[src/rtl/uart_pkg.sv]
// Shared UART definitions: data width, FIFO/dispatcher defaults
// and the transmit dispatcher state encoding.
package uart_pkg;

    localparam int UART_DATA_W          = 8;
    localparam int UART_DEF_DEPTH       = 16;
    localparam int UART_DEF_ACK_TIMEOUT = 16;

    typedef enum logic [1:0] {
        S_IDLE,
        S_LAUNCH,
        S_WAIT_ACK,
        S_WAIT_DONE
    } tx_fsm_t;

endpackage

[src/rtl/sync_fifo_mem.sv]
// DEPTH x 8 register array for the transmit queue.
// Single write port, combinational head read; contents not reset.
module sync_fifo_mem
    import uart_pkg::*;
#(
    parameter int DEPTH  = UART_DEF_DEPTH,
    parameter int ADDR_W = $clog2(DEPTH)
) (
    input  logic                   clk,
    input  logic                   wr_en,
    input  logic [ADDR_W-1:0]      wr_addr,
    input  logic [UART_DATA_W-1:0] wr_data,
    input  logic [ADDR_W-1:0]      rd_addr,
    output logic [UART_DATA_W-1:0] rd_data
);

    logic [UART_DATA_W-1:0] r_mem [DEPTH];

    // Store accepted host bytes at the write pointer
    always_ff @(posedge clk) begin
        if (wr_en) begin
            r_mem[wr_addr] <= wr_data;
        end
    end

    assign rd_data = r_mem[rd_addr];

endmodule

[src/rtl/uart_tx_fifo.sv]
// Byte queue + dispatcher feeding an 8-N-1 UART transmitter.
// Optional overflow flag: define UART_TX_FIFO_OVF_EN.
module uart_tx_fifo
    import uart_pkg::*;
#(
    parameter  int DEPTH       = UART_DEF_DEPTH,
    parameter  int ACK_TIMEOUT = UART_DEF_ACK_TIMEOUT,
    localparam int ADDR_W      = $clog2(DEPTH)
) (
    input  logic                   clk,
    input  logic                   rst,
    input  logic                   wr_en,
    input  logic [UART_DATA_W-1:0] wr_data,
    output logic                   full,
    output logic                   empty,
    output logic [ADDR_W:0]        level,
    output logic                   tx_start,
    output logic [UART_DATA_W-1:0] tx_data,
    input  logic                   tx_busy
`ifdef UART_TX_FIFO_OVF_EN
    ,
    input  logic                   ovf_clr,
    output logic                   ovf
`endif
);

    localparam logic [ADDR_W:0] FULL_CNT = (ADDR_W + 1)'(DEPTH);
    localparam logic [7:0]      TMO_LAST = 8'(ACK_TIMEOUT - 1);

    logic [ADDR_W-1:0]      r_wr_ptr;
    logic [ADDR_W-1:0]      r_rd_ptr;
    logic [ADDR_W:0]        r_count;
    logic [7:0]             r_timer;
    logic [UART_DATA_W-1:0] r_tx_data;
    tx_fsm_t                r_state;
    tx_fsm_t                w_next;

    logic                   w_full;
    logic                   w_empty;
    logic                   w_wr_acc;
    logic                   w_pop;
    logic                   w_latch;
    logic                   w_start;
    logic                   w_timer_clr;
    logic                   w_timer_inc;
    logic [UART_DATA_W-1:0] w_head;

    assign w_full   = (r_count == FULL_CNT);
    assign w_empty  = (r_count == '0);
    assign w_wr_acc = wr_en && !w_full;
    assign w_pop    = (r_state == S_WAIT_ACK) && tx_busy;

    sync_fifo_mem #(
        .DEPTH  (DEPTH),
        .ADDR_W (ADDR_W)
    ) u_mem (
        .clk     (clk),
        .wr_en   (w_wr_acc),
        .wr_addr (r_wr_ptr),
        .wr_data (wr_data),
        .rd_addr (r_rd_ptr),
        .rd_data (w_head)
    );

    // Pointers wrap naturally; occupancy kept in a separate 0..DEPTH counter
    always_ff @(posedge clk or posedge rst) begin
        if (rst) begin
            r_wr_ptr <= '0;
            r_rd_ptr <= '0;
            r_count  <= '0;
        end else begin
            if (w_wr_acc) begin
                r_wr_ptr <= r_wr_ptr + 1'b1;
            end
            if (w_pop) begin
                r_rd_ptr <= r_rd_ptr + 1'b1;
            end
            if (w_wr_acc && !w_pop) begin
                r_count <= r_count + 1'b1;
            end else if (w_pop && !w_wr_acc) begin
                r_count <= r_count - 1'b1;
            end
        end
    end

    // Dispatcher next-state: launch, retry on missing ack, wait for frame end
    always_comb begin
        w_next      = r_state;
        w_latch     = 1'b0;
        w_start     = 1'b0;
        w_timer_clr = 1'b0;
        w_timer_inc = 1'b0;
        case (r_state)
            S_IDLE: begin
                if (!w_empty && !tx_busy) begin
                    w_latch = 1'b1;
                    w_next  = S_LAUNCH;
                end
            end
            S_LAUNCH: begin
                w_start     = 1'b1;
                w_timer_clr = 1'b1;
                w_next      = S_WAIT_ACK;
            end
            S_WAIT_ACK: begin
                if (tx_busy) begin
                    w_next = S_WAIT_DONE;
                end else if (r_timer == TMO_LAST) begin
                    w_next = S_LAUNCH;
                end else begin
                    w_timer_inc = 1'b1;
                end
            end
            S_WAIT_DONE: begin
                if (!tx_busy) begin
                    w_next = S_IDLE;
                end
            end
            default: w_next = S_IDLE;
        endcase
    end

    // Dispatcher state, ack timer and held transmit byte
    always_ff @(posedge clk or posedge rst) begin
        if (rst) begin
            r_state   <= S_IDLE;
            r_timer   <= '0;
            r_tx_data <= '0;
        end else begin
            r_state <= w_next;
            if (w_timer_clr) begin
                r_timer <= '0;
            end else if (w_timer_inc) begin
                r_timer <= r_timer + 8'd1;
            end
            if (w_latch) begin
                r_tx_data <= w_head;
            end
        end
    end

    assign full     = w_full;
    assign empty    = w_empty;
    assign level    = r_count;
    assign tx_start = w_start;
    assign tx_data  = r_tx_data;

`ifdef UART_TX_FIFO_OVF_EN
    logic r_ovf;

    // Sticky drop flag; a new drop outranks a same-cycle clear
    always_ff @(posedge clk or posedge rst) begin
        if (rst) begin
            r_ovf <= 1'b0;
        end else if (wr_en && w_full) begin
            r_ovf <= 1'b1;
        end else if (ovf_clr) begin
            r_ovf <= 1'b0;
        end
    end

    assign ovf = r_ovf;
`endif

endmodule

[config.mk]
export PLATFORM = sky130hd
export DESIGN_NAME = uart_tx_fifo
export DESIGN_NICKNAME = d
export VERILOG_FILES = /design/src/rtl/uart_pkg.sv /design/src/rtl/sync_fifo_mem.sv /design/src/rtl/uart_tx_fifo.sv
export SDC_FILE = /design/constraint.sdc
export NUM_CORES = 1
export LEC_CHECK = 0
export CAP_MARGIN = 15
export CORE_UTILIZATION = 54
export CTS_BUF_LIST = sky130_fd_sc_hd__clkbuf_4 sky130_fd_sc_hd__clkbuf_8 sky130_fd_sc_hd__clkbuf_16
export DETAILED_ROUTE_END_ITERATION = 7
export HOLD_SLACK_MARGIN = 0.12
export PLACE_DENSITY = 0.75
export SETUP_SLACK_MARGIN = 0.3
export SLEW_MARGIN = 20
export SYNTH_ARGS = -nofsm -noshare
export SYNTH_HDL_FRONTEND = slang
export SYNTH_SLANG_ARGS = --single-unit
export TNS_END_PERCENT = 50
[constraint.sdc]
create_clock -name clk -period 2.1 [get_ports clk]
set_input_delay 0.42 -clock clk [delete_from_list [all_inputs] [get_ports clk]]
set_output_delay 0.42 -clock clk [all_outputs]
set_load 0.03 [all_outputs]
Word level (Yosys, flattened, before mapping) --
Memory sizes are Yosys's and may differ from the RTL's. A register that Yosys moved wholly into a read port is not among the register bits. Index checks and enable logic that the tools add are counted.
Word-level totals: bits in registers 23, latch bits 0, bits in writable memories 128, memory bits (read-only) 0, output and inout bits 16, word-level logic and storage cells 51, memories kept 1
Operators by class: add/sub/neg operators 5, multiply operators 0, div/mod/pow operators 0, $lt $le $gt $ge 0, equal/unequal tests 8, shift operators 0, muxes and demuxes 17, bitwise operators 0, reductions and logical operators 15
Memories:
- u_mem.r_mem | depth 16, width 8, rd ports 1, clocked after Yosys merged registers in 1, wr ports 1, RTL line sync_fifo_mem.sv:17 | logic [UART_DATA_W-1:0] r_mem [DEPTH];
Operators by type and width (count):
- $mux 8 | 2
- $mux 5 | 2
- $add 4x1->4 const B | 2
- $add 8x1->8 const B | 1
- $eq 8x4->1 const B | 1
- $mux 1 | 8
- $mux 2 | 4
- $pmux 2 s4 | 1
- $add 5x1->5 const B | 1
- $eq 5x5->1 const B | 1
- $logic_and 1x1->1 | 5
- $logic_not 1->1 | 5
- $logic_not 5->1 | 1
- $sub 5x1->5 const B | 1
- $eq 2x2->1 const B | 2
- $ne 2x2->1 const B | 2
- $reduce_bool 2->1 | 2
- $ne 3x2->1 const B | 1
- $reduce_and 3->1 | 1
- $eq 2x1->1 const B | 1
- $logic_not 2->1 | 1

Depth between registers and ports, before layout --
Gate-level depths: netlist (run 1).
word-level depth 7, depth in mapped cells 10, gate-level depth less buffers 10

By module --
From an unflattened synthesis (run 1), not the netlist that was laid out.
Unflattened totals: cells, all modules 364, area total of the unflattened synthesis 6596.3 µm²
Modules (own cells, without submodules):
- sync_fifo_mem | instances 1, cells each 221, area each 4987.3 µm²
- uart_tx_fifo | instances 1, cells each 143, area each 1609.0 µm²

Worst setup path after synthesis (run 1) --
OpenSTA, ideal clock, no wires.
kind reg-to-reg, start point reg r_count[0] (netlist: level[0]), end point reg r_count[4] (netlist: level[4]), library setup time 0.138 ns, data arrival time 2.375 ns, required time 1.962 ns, slack -0.413 ns, cell stages (with the launch flop) 10, path buffers 0, clock period less this slack 2.513 ns, cell sequence dfrtp_1 -> nor4_1 -> a21boi_2 -> ha_1 -> inv_1 -> fa_1 -> a21o_1 -> a21oi_1 -> mux2i_1 -> xnor2_1
On the way: longest elaborated chain between the ends 6
Ends and longest elaborated chain:
- start: declaration | RTL line uart_tx_fifo.sv:32 | logic [ADDR_W:0] r_count;
- start signal: assignment | RTL line uart_tx_fifo.sv:79 | r_count <= r_count + 1'b1;
- start signal: assignment | RTL line uart_tx_fifo.sv:81 | r_count <= r_count - 1'b1;
- $eq 5x5->1 (*) | RTL line uart_tx_fifo.sv:48 | assign w_full = (r_count == FULL_CNT);
- $logic_not 1->1 (*) | RTL line uart_tx_fifo.sv:50 | assign w_wr_acc = wr_en && !w_full;
- $logic_and 1x1->1 (*) | RTL line uart_tx_fifo.sv:50
- via u_mem.wr_en | RTL line sync_fifo_mem.sv:10 | input logic wr_en,
- $logic_not 1->1 | RTL line uart_tx_fifo.sv:80 | end else if (w_pop && !w_wr_acc) begin
- $logic_and 1x1->1 | RTL line uart_tx_fifo.sv:80
- $reduce_bool 2->1 (no line)
The timed path passes the listed nets; every way through them passes the cells marked *. The select of a mux whose other input is x is not followed. A chain may end at the register's enable or synchronous reset.

Worst setup path in the final report (run 1) --
start point reg r_count[3] (netlist: level[3]), end point out empty
On the way: longest elaborated chain between the ends 1
Ends and longest elaborated chain:
- $logic_not 5->1 | RTL line uart_tx_fifo.sv:49 | assign w_empty = (r_count == '0);
- end: declaration | RTL line uart_tx_fifo.sv:15 | output logic empty,
No other way between the ends.

==> metrics.yaml, run 1 <==
run_status:
  status: "complete, but fails checks"
  violations: "design-rule violations, negative setup slack"
clocking:
  clkSinkCount: 159
  clockBufferDepth: 2
  postCtsHoldBufs: 0
  path_clk_slew_ns: 0.06
  numCtsBuffers: 17
  clockRootBuffer: "clkbuf_16"
  htree_levels: 4
  clkLatencyLatePin_ns: 0.42
  cts_tree: "yes"
finish:
  final_area_sq_mm: 0.00857
  layout.nets: 478
  final_core_util: 0.735
  final_cells: 611
  area.growth.synth_to_final_pct: 30.3
  layout-drive-gt1-share: 0.412
  antenna_cells: 0
route:
  ant_nets: 0
  num_vias: 3651
  drt_wl_total_um: 14000
  wire_per_inst_um: 22.9
  drt_iter0_markers: 259
  dr.pass1.iters: 8
  drt-vias-per-instance: 5.98
  drc: 1
power_and_ir_drop:
  p_leak_nw: 3.10
  peakVddDrop_uv: 790
  p_total_mw: 12.6
  p_per_area_mw_per_mm2: 1480
synth:
  synth_seq_cells: 159
  syn-cell-area_sq_mm: 0.00657
  yosysTopAreaCellShare: 0.585
  synth_top_area_cell: "edfxtp_1"
  synth_cell_type_count: 45
  synthTopCellsByArea: "edfxtp_1 (58%), dfrtp_1 (12%), mux4_2 (7.9%)"
  synth_edf_count: 128
  avgSynthCellArea_sq_um: 18.3
  yosysMostFrequentCell: "edfxtp_1"
  yosys-top-cells-count: "edfxtp_1 (128), dfrtp_1 (31), mux4_2 (23), nor2_1 (23), nand2_1 (16)"
  seq_area_frac_synth: 0.703
  synth_nets: 383
  async_reset_ff_frac: 0.195
  syn_inst: 360
  synth_ff_type: "edfxtp_1"
  synth_warnings: 0
sta:
  fmax_mhz: 464
  worst_pin_slew_ns: 0.701
  slew_headroom: 0.532
  min_period_ns: 2.16
  finalCritPeriodShare: 1.03
  worst_slack_ns: -0.0558
  rsz0062_at_grt: "yes"
  setup-violations-final: 2
  slew_viol_final: 0
  worst_clock_skew_ns: 0.0116
  final_hold_viol_count: 0
global_route:
  grtUsageMet2: 0.372
  grtUsageTotal: 0.234
  grt_max_degree: 32
  use_met1: 0.315
  use_met3: 0.0675
  grt-ovfl-total: 0
  antenna_found_initial: 0
  grt_pass1_vias: 3753
  grt_first_pass_wirelength_um: 21000
  gr-max-usage-layer: "met2"
floorplanning:
  dieArea_sq_mm: 0.0126
  pin_count: 28
  coreArea_sq_mm: 0.0117
  die_h_um: 112
  rows: 39
  die_x_um: 112
  initial_core_util: 0.564
run:
  max_cap_violations: 0
place:
  portBuffers: 27
  placed_cells: 560
  place_congestion: 0.732
  dp_hpwl_um: 8030
  dpl-instance-area_sq_mm: 0.00735
hold_path:
  worstHoldPathType: "input pin to async pin"
critical_path:
  crit_path_max_fanout: 2
  crit_type: "flip-flop to primary output"
  crit_top_cell: "buf_6"
  cp-start-kind: "flip-flop"
  cpPeakStageDelay_ns: 0.53
  worstPathArrival_ns: 1.74
  critPathSlowestCell: "or4_4"
  critPathCaptureType: "primary output"
  required_ns: 1.68
  path_cells: "buf_6 -> or4_4 -> nor2_4 -> buf_6"
[flip-flops by register name, summed over array words and instances, names as in the netlist]
register,cells
u_mem.r_mem,128
r_timer,8
tx_data,8
level,5
r_rd_ptr,4
r_wr_ptr,4
r_state,2
[critical path, delay by kind of cell (launching register included)]
| kind | cells | cell delay [ns] |
|---|---|---|
| flip-flops | 1 | 0.42 |
| AND/OR/NAND/NOR | 2 | 0.64 |
| buffers and inverters | 2 | 0.25 |
[per-layer routing]
layer	wire [um]	vias up
met5	0	-
li1	-	1594
met2	7020	142
met4	311	0
met1	5690	1891
met3	954	24
[cells by family (layout without fill, tap and decap cells)]
kind of cell | after synthesis | after routing | share of synthesized area
flops | 159 | 159 | 0.703
simple gates | 68 | 68 | 0.0508
mux | 54 | 54 | 0.150
compound gates | 31 | 31 | 0.0314
buf+inv | 22 | 130 | 0.0232
xor+xnor | 15 | 15 | 0.0200
fa+ha+maj | 11 | 11 | 0.0221
[metrics by stage]
step	setup WS [ns]	hold WS, ns	TNS, ns
2_1_floorplan	-0.0782	0.511	-0.124
3_3_place_gp	-0.292	0.461	-0.763
3_5_place_dp	-0.383	0.472	-1.19
4_1_cts	-0.0752	0.392	-0.129
5_1_grt	-0.111	0.408	-0.239
6_report	-0.0558	0.380	-0.0758
[where the power goes]
group / internal (mW) / switching, mW / total (mW)
sequential: 3.91 / 0.431 / 4.34
clock: 2.12 / 1.19 / 3.31
combinational: 2.63 / 2.36 / 4.99
total: 8.66 / 3.98 / 12.6
[final timing paths]
kind                            startpoint           to  slack (ns)  cells past startpoint
max in group asynchronous              rst  r_rd_ptr[0]        1.39                      3
worst min register to register  tx_data[4]   tx_data[4]        0.47                      2
worst max-delay path              level[3]        empty       -0.06                      4
min in group clk                tx_data[4]   tx_data[4]        0.47                      2
worst min-delay path                   rst   r_timer[2]        0.38                      3
worst max register to register    level[0]     level[4]       -0.02                      9
[what timing repair did]
item / in CTS / in global routing
resized for setup: 105 / 40
gates cloned: 1 / 1
buffers inserted: 15 / 2
setup endpoints to repair: 33 / 143
pin swaps: 20 / 18
[cell type report]
cell class	count	area, sq um
multi-input cells	179	2150
clock buffers	19	440
well taps	143	179
clock inverters	13	194
repair buffers	92	943
inverters	6	27.5
fillers	648	3100
flip-flops and latches	159	4630
[layout by cell type, fill, tap and decap left out, types with 3 or more instances in the layout]
master	Yosys	routed
buf_4	1	35
nand2_8	0	4
mux2i_1	15	7
ha_4	0	4
buf_6	3	25
a21oi_1	8	3
a22o_1	3	3
nor2b_4	0	3
mux4_2	23	30
buf_12	2	5
dlygate4sd2_1	0	9
nor2_1	23	20
a211o_1	3	3
nor3_2	0	4
clkinv_1	0	3
ha_1	10	6
a21oi_2	1	5
dfrtp_2	0	7
o21ai_2	1	5
dfrtp_1	31	24
mux2i_4	0	7
edfxtp_1	128	128
nand4_1	4	4
bufinv_16	0	5
xnor2_1	12	11
clkinvlp_4	0	3
inv_1	6	5
nand2_1	16	12
mux2_4	0	6
clkdlybuf4s50_1	0	11
clkbuf_16	0	18
Note: power is estimated with default switching activity, not from simulation.
==> inputs of run 2 (changes only) <==
Settings changed: ABC_AREA set to 1, CORE_UTILIZATION 54 to 55, PLACE_DENSITY 0.75 to 0.76, SLEW_MARGIN 20 to not set.
==> metrics.yaml, run 2 <==
run_status:
  status: "finished clean"  # was complete, but fails checks
route:
  drc: 0  # was 1
  drt_wl_total_um: 16100  # was 14000 um
  routed-wl-met2_um: 8050  # was 7020 um
  drt-vias-per-instance: 5.24  # was 5.98
  dr.pass1.iters: 5  # was 8
  wl_met1_um: 6580  # was 5690 um
  num_vias: 5119  # was 3651
  top_layer: "met4"  # unchanged
  drt_iter0_markers: 594  # was 259
  ant_nets: 0  # unchanged
  wire_per_inst_um: 16.5  # was 22.9 um
  wl_met3_um: 1100  # was 954 um
synth:
  synth_top_area_cell: "edfxtp_1"  # unchanged
  async_reset_ff_frac: 0.195  # unchanged
  syn-cell-area_sq_mm: 0.00718  # was 0.00657 sq mm
  synth_cell_type_count: 27  # was 45
  yosysMostFrequentCell: "nand2_1"  # was edfxtp_1
  syn_inst: 722  # was 360
  avgSynthCellArea_sq_um: 9.95  # was 18.3 sq um
  synth_nets: 745  # was 383
  synth_edf_count: 128  # unchanged
  synth_seq_cells: 159  # unchanged
  yosys-top-cells-count: "nand2_1 (228), edfxtp_1 (128), inv_1 (119)"  # was edfxtp_1 (128), dfrtp_1 (31), mux4_2 (23), nor2_1 (23), nand2_1 (16)
  synth_ff_type: "edfxtp_1"  # unchanged
  synthTopCellsByArea: "edfxtp_1 (54%), nand2_1 (12%), dfrtp_1 (11%)"  # was edfxtp_1 (58%), dfrtp_1 (12%), mux4_2 (7.9%)
  yosysTopAreaCellShare: 0.535  # was 0.585
  synth_warnings: 0  # unchanged
  seq_area_frac_synth: 0.643  # was 0.703
critical_path:
  cp-start-kind: "flip-flop"  # unchanged
  worst_r2r_path_depth: 10  # was 9
  worstPathArrival_ns: 2.22  # was 1.74 ns
  rr_startpoint: "r_state[1]"  # was level[0]
  crit_path_max_fanout: 4  # was 2
  reg2reg_slack_ns: 0.19  # was -0.02 ns
  required_ns: 2.42  # was 1.68 ns
  setup.worst_path.start: "r_state[1]"  # was level[3]
  crit_type: "flip-flop to flip-flop"  # was flip-flop to primary output
  critPathCaptureType: "flip-flop"  # was primary output
  endpoint: "level[2]"  # was empty
  r2r-end: "level[2]"  # was level[4]
finish:
  largest_reg_flops: 128  # unchanged
  final_cell_mix: "nand2_1 (224), edfxtp_1 (128), inv_1 (114), nand3_1 (104), buf_4 (46)"  # was edfxtp_1 (128), buf_4 (35), mux4_2 (30), buf_6 (25), dfrtp_1 (24)
  layout-drive-gt1-share: 0.148  # was 0.412
  area.growth.synth_to_final_pct: 19.8  # was 30.3%
  antenna_cells: 0  # unchanged
  top_register: "u_mem.r_mem"  # unchanged
  layout_commonest_cell: "nand2_1"  # was edfxtp_1
  layout.nets: 815  # was 478
  final_core_util: 0.679  # was 0.735
power_and_ir_drop:
  p_per_area_mw_per_mm2: 1360  # was 1480 mW/mm^2
  p_leak_nw: 3.91  # was 3.10 nW
  peakVddDrop_uv: 740  # was 790 uV
sta:
  finalCritPeriodShare: 0.908  # was 1.03
  slew_headroom: 0.563  # was 0.532
  worst_pin_slew_ns: 0.654  # was 0.701 ns
  min_period_ns: 1.91  # was 2.16 ns
  fmax_mhz: 524  # was 464 MHz
  final_hold_viol_count: 0  # unchanged
  setup-violations-final: 0  # was 2
  worst_slack_ns: 0.193  # was -0.0558 ns
  worst_clock_skew_ns: 0.00929  # was 0.0116 ns
  slew_viol_final: 0  # unchanged
  rsz0062_at_grt: "yes"  # unchanged
clocking:
  postCtsHoldBufs: 0  # unchanged
  clockBufferDepth: 2  # unchanged
  clkSinkCount: 159  # unchanged
  numCtsBuffers: 17  # unchanged
  htree_levels: 4  # unchanged
  clkLatencyLatePin_ns: 0.42  # about the same
  clockRootBuffer: "clkbuf_16"  # unchanged
  path_clk_slew_ns: 0.07  # was 0.06 ns
  cts_tree: "yes"  # unchanged
global_route:
  grtUsageTotal: 0.264  # was 0.234
  grt_max_degree: 68  # was 32
  grt_first_pass_wirelength_um: 25600  # was 21000 um
  grt-ovfl-total: 0  # unchanged
  grt_pass1_vias: 5023  # was 3753
  antenna_found_initial: 0  # unchanged
hold_path:
  worstHoldPathType: "input pin to async pin"  # unchanged
place:
  place_congestion: 0.901  # was 0.732
  portBuffers: 27  # unchanged
  dp_hpwl_um: 10100  # was 8030 um
  place_ws_ns: -0.246  # was -0.383 ns
floorplanning:
  rows: 41  # was 39
  die_x_um: 116  # was 112 um
  die_h_um: 116  # was 112 um
  initial_core_util: 0.567  # was 0.564
  dieArea_sq_mm: 0.0135  # was 0.0126 sq mm
  coreArea_sq_mm: 0.0127  # was 0.0117 sq mm
  pin_count: 28  # unchanged
run:
  max_cap_violations: 0  # unchanged
## run 2: through the flow
step / total power, mW / std cells / cell area, sq um / setup TNS, ns / hold slack, ns
CTS: 11.5 / 976 / 8540 / 0 / 0.396
finish: 11.7 / 977 / 8600 / 0 / 0.385
detailed placement: 8.44 / 934 / 7870 / -0.604 / 0.464
floorplan: 7.12 / 722 / 7230 / 0 / 0.475
global placement: 8.27 / 934 / 7870 / -0.377 / 0.467
global route: 12.3 / 977 / 8600 / 0 / 0.422
## run 2: worst min-delay path by stage
stage,start,end,cells past startpoint
after floorplan,r_timer[1],r_timer[1],2
after global placement,tx_data[0],tx_data[0],2
after detailed placement,tx_data[5],tx_data[5],2
after CTS,rst,r_state[0],3
after global routing,rst,r_state[1],3
final,rst,r_state[0],3
## run 2: worst max-delay path, cell delays in order (launching register included)
cell	delay, ns
dfrtp_1	0.44
nand2_2	0.14
nor2_2	0.05
inv_1	0.11
ha_4	0.18
inv_6	0.05
fa_2	0.33
buf_4	0.14
a21oi_1	0.13
o21ai_1	0.09
o21ai_1	0.13
## run 2: routing by layer
metal / vias to the layer above / track usage
met4: 0 / 0.105
met2: 185 / 0.436
li1: 2465 / -
met5: - / 0
met1: 2435 / 0.337
met3: 34 / 0.0638
## run 2: area by class of cell
class                           count  area, sq um
Sequential cell                   159         4630
Tap cell                          172          215
Clock buffer                       18          433
Timing Repair Buffer               76          682
Clock inverter                     14          131
Fill cell                         940         4070
Inverter                          125          479
Multi-Input combinational cell    413         2030
## run 2: logic make-up (layout without fill, tap and decap cells)
| kind of cell | count (synthesis) | in the layout | share of synthesized area |
|---|---|---|---|
| buffers and inverters | 150 | 233 | 0.0873 |
| and+or+nand+nor | 370 | 370 | 0.218 |
| xor gates and xnor gates | 14 | 14 | 0.0171 |
| AOI/OAI and AO/OA | 18 | 18 | 0.0145 |
| adders and majority gates | 11 | 11 | 0.0202 |
| DFF | 159 | 159 | 0.643 |
## run 2: what timing repair did
item	in CTS	in global routing
buffers inserted	10	1
resized for setup	28	31
pin swaps	11	9
endpoints found under the setup margin	20	72
## run 2: report_power, final
part / switching (mW) / internal, mW / total, mW
clock: 1.27 / 1.66 / 2.93
combinational: 2.97 / 1.59 / 4.56
sequential: 0.273 / 3.90 / 4.18
total: 4.52 / 7.15 / 11.7
==> inputs of run 3 (changes only) <==
Settings changed: SETUP_SLACK_MARGIN 0.3 to 0.2.
==> metrics.yaml, run 3 (synthesis gave the netlist of run 2 again) <==
run_status:
  status: "finished clean"  # unchanged
critical_path:
  rr_startpoint: "level[3]"  # was r_state[1]
  cpPeakStageDelay_ns: 0.69  # was 0.44 ns
  critPathSlowestCell: "clkdlybuf4s50_1"  # was dfrtp_1
  worst_r2r_path_depth: 12  # was 10
  setup.worst_path.start: "level[2]"  # was r_state[1]
  path_cells: "clkdlybuf4s50_1"  # was nand2_2 -> nor2_2 -> inv_1 -> ha_4 -> inv_6 -> fa_2 -> buf_4 -> a21oi_1 -> o21ai_1 -> o21ai_1
  cp_num_cells: 1  # was 10
  critPathTopFamily: "buffers and inverters"  # was adder cells
  cp-start-kind: "flip-flop"  # unchanged
  worstPathArrival_ns: 1.51  # was 2.22 ns
  crit_path_max_fanout: 3  # was 4
  critPathCaptureType: "primary output"  # was flip-flop
  required_ns: 1.68  # was 2.42 ns
  crit_buf_inv: 1  # was 3
  crit_type: "flip-flop to primary output"  # was flip-flop to flip-flop
finish:
  largest_reg_flops: 128  # unchanged
  layout-drive-gt1-share: 0.137  # was 0.148
  layout_commonest_cell: "nand2_1"  # unchanged
  antenna_cells: 0  # unchanged
  area.growth.synth_to_final_pct: 18.9  # was 19.8%
  final_cell_mix: "nand2_1 (226), edfxtp_1 (128), inv_1 (116), nand3_1 (104), buf_4 (42)"  # was nand2_1 (224), edfxtp_1 (128), inv_1 (114), nand3_1 (104), buf_4 (46)
  layout.nets: 811  # was 815
  top_register: "u_mem.r_mem"  # unchanged
floorplanning:
  dieArea_sq_mm: 0.0135  # unchanged
  die_x_um: 116  # unchanged
  coreArea_sq_mm: 0.0127  # unchanged
  pin_count: 28  # unchanged
  rows: 41  # unchanged
  die_h_um: 116  # unchanged
  initial_core_util: 0.567  # unchanged
hold_path:
  worstHoldPathType: "input pin to async pin"  # unchanged
sta:
  slew_viol_final: 0  # unchanged
  min_period_ns: 1.93  # was 1.91 ns
  final_hold_viol_count: 0  # unchanged
  whs_ns: 0.395  # was 0.385 ns
  rsz0062_at_grt: "yes"  # unchanged
  worst_pin_slew_ns: 0.655  # was 0.654 ns
  fmax_mhz: 517  # was 524 MHz
  finalCritPeriodShare: 0.920  # was 0.908
  worst_clock_skew_ns: 0.00845  # was 0.00929 ns
  setup-violations-final: 0  # unchanged
  tns_ns: 0  # unchanged
  slew_headroom: 0.562  # was 0.563
route:
  drt_wl_total_um: 15900  # was 16100 um
  num_vias: 5126  # was 5119
  drt_iter0_markers: 440  # was 594
  ant_nets: 0  # unchanged
  dr.pass1.iters: 4  # was 5
  wire_per_inst_um: 16.3  # was 16.5 um
  drt-vias-per-instance: 5.27  # was 5.24
  drc: 0  # unchanged
global_route:
  antenna_found_initial: 0  # unchanged
  grt_max_degree: 68  # unchanged
  grtUsageTotal: 0.258  # was 0.264
  grt_first_pass_wirelength_um: 25000  # was 25600 um
  grt-ovfl-total: 0  # unchanged
  grt_pass1_vias: 4900  # was 5023
clocking:
  clkLatencyLatePin_ns: 0.42  # about the same
  clkSinkCount: 159  # unchanged
  path_clk_slew_ns: 0.06  # was 0.07 ns
  clockBufferDepth: 2  # unchanged
  cts_tree: "yes"  # unchanged
  postCtsHoldBufs: 0  # unchanged
  clockRootBuffer: "clkbuf_16"  # unchanged
  htree_levels: 4  # unchanged
  numCtsBuffers: 17  # unchanged
power_and_ir_drop:
  p_total_mw: 11.6  # was 11.7 mW
  peakVddDrop_uv: 724  # was 740 uV
  p_per_area_mw_per_mm2: 1360  # about the same
  p_leak_nw: 3.78  # was 3.91 nW
place:
  dp_hpwl_um: 10100  # unchanged
  place_congestion: 0.901  # unchanged
  portBuffers: 27  # unchanged
run:
  max_cap_violations: 0  # unchanged
[run 3: cell type report]
class / instances / area (sq um)
sequential: 159 / 4630
fill: 948 / 4130
multi-input combinational: 413 / 2020
timing repair buffer: 72 / 636
inverter: 125 / 477
clock buffer: 18 / 433
tap: 172 / 215
clock inverter: 14 / 131
[run 3: metrics by stage]
stage           util  std cells  setup WS, ns  cell area, sq um
2_1_floorplan      -        722         0.144              7230
3_3_place_gp   0.621        934        -0.171              7870
3_5_place_dp   0.621        934        -0.246              7870
4_1_cts        0.670        972         0.137              8490
5_1_grt        0.674        973        0.0628              8540
6_report       0.674        973         0.167              8540
[run 3: power by group]
group	internal [mW]	switching (mW)
Sequential	3.90	0.275
Clock	1.66	1.28
Combinational	1.57	2.90
Total	7.13	4.45
[run 3: what timing repair did]
item / in CTS / in global routing
setup endpoints to repair: 10 / 22
resized for setup: 16 / 16
pin swaps: 5 / 10
setup buffers: 6 / 1
[run 3: final timing paths]
check | slack, ns | end
hold reg to reg | 0.48 | tx_data[5]
max in group asynchronous | 1.38 | level[2]
setup reg to reg | 0.18 | level[3]
setup / recovery | 0.17 | level[2]
hold / removal | 0.40 | r_state[1]
min in group clk | 0.48 | tx_data[5]
[run 3: metal layers]
metal  wire [um]  vias up  track usage
met3        1010       26       0.0612
met1        6650     2459        0.337
met2        7880      183        0.419
li1            -     2458            -
met5           0        -            0
met4         327        0       0.0974
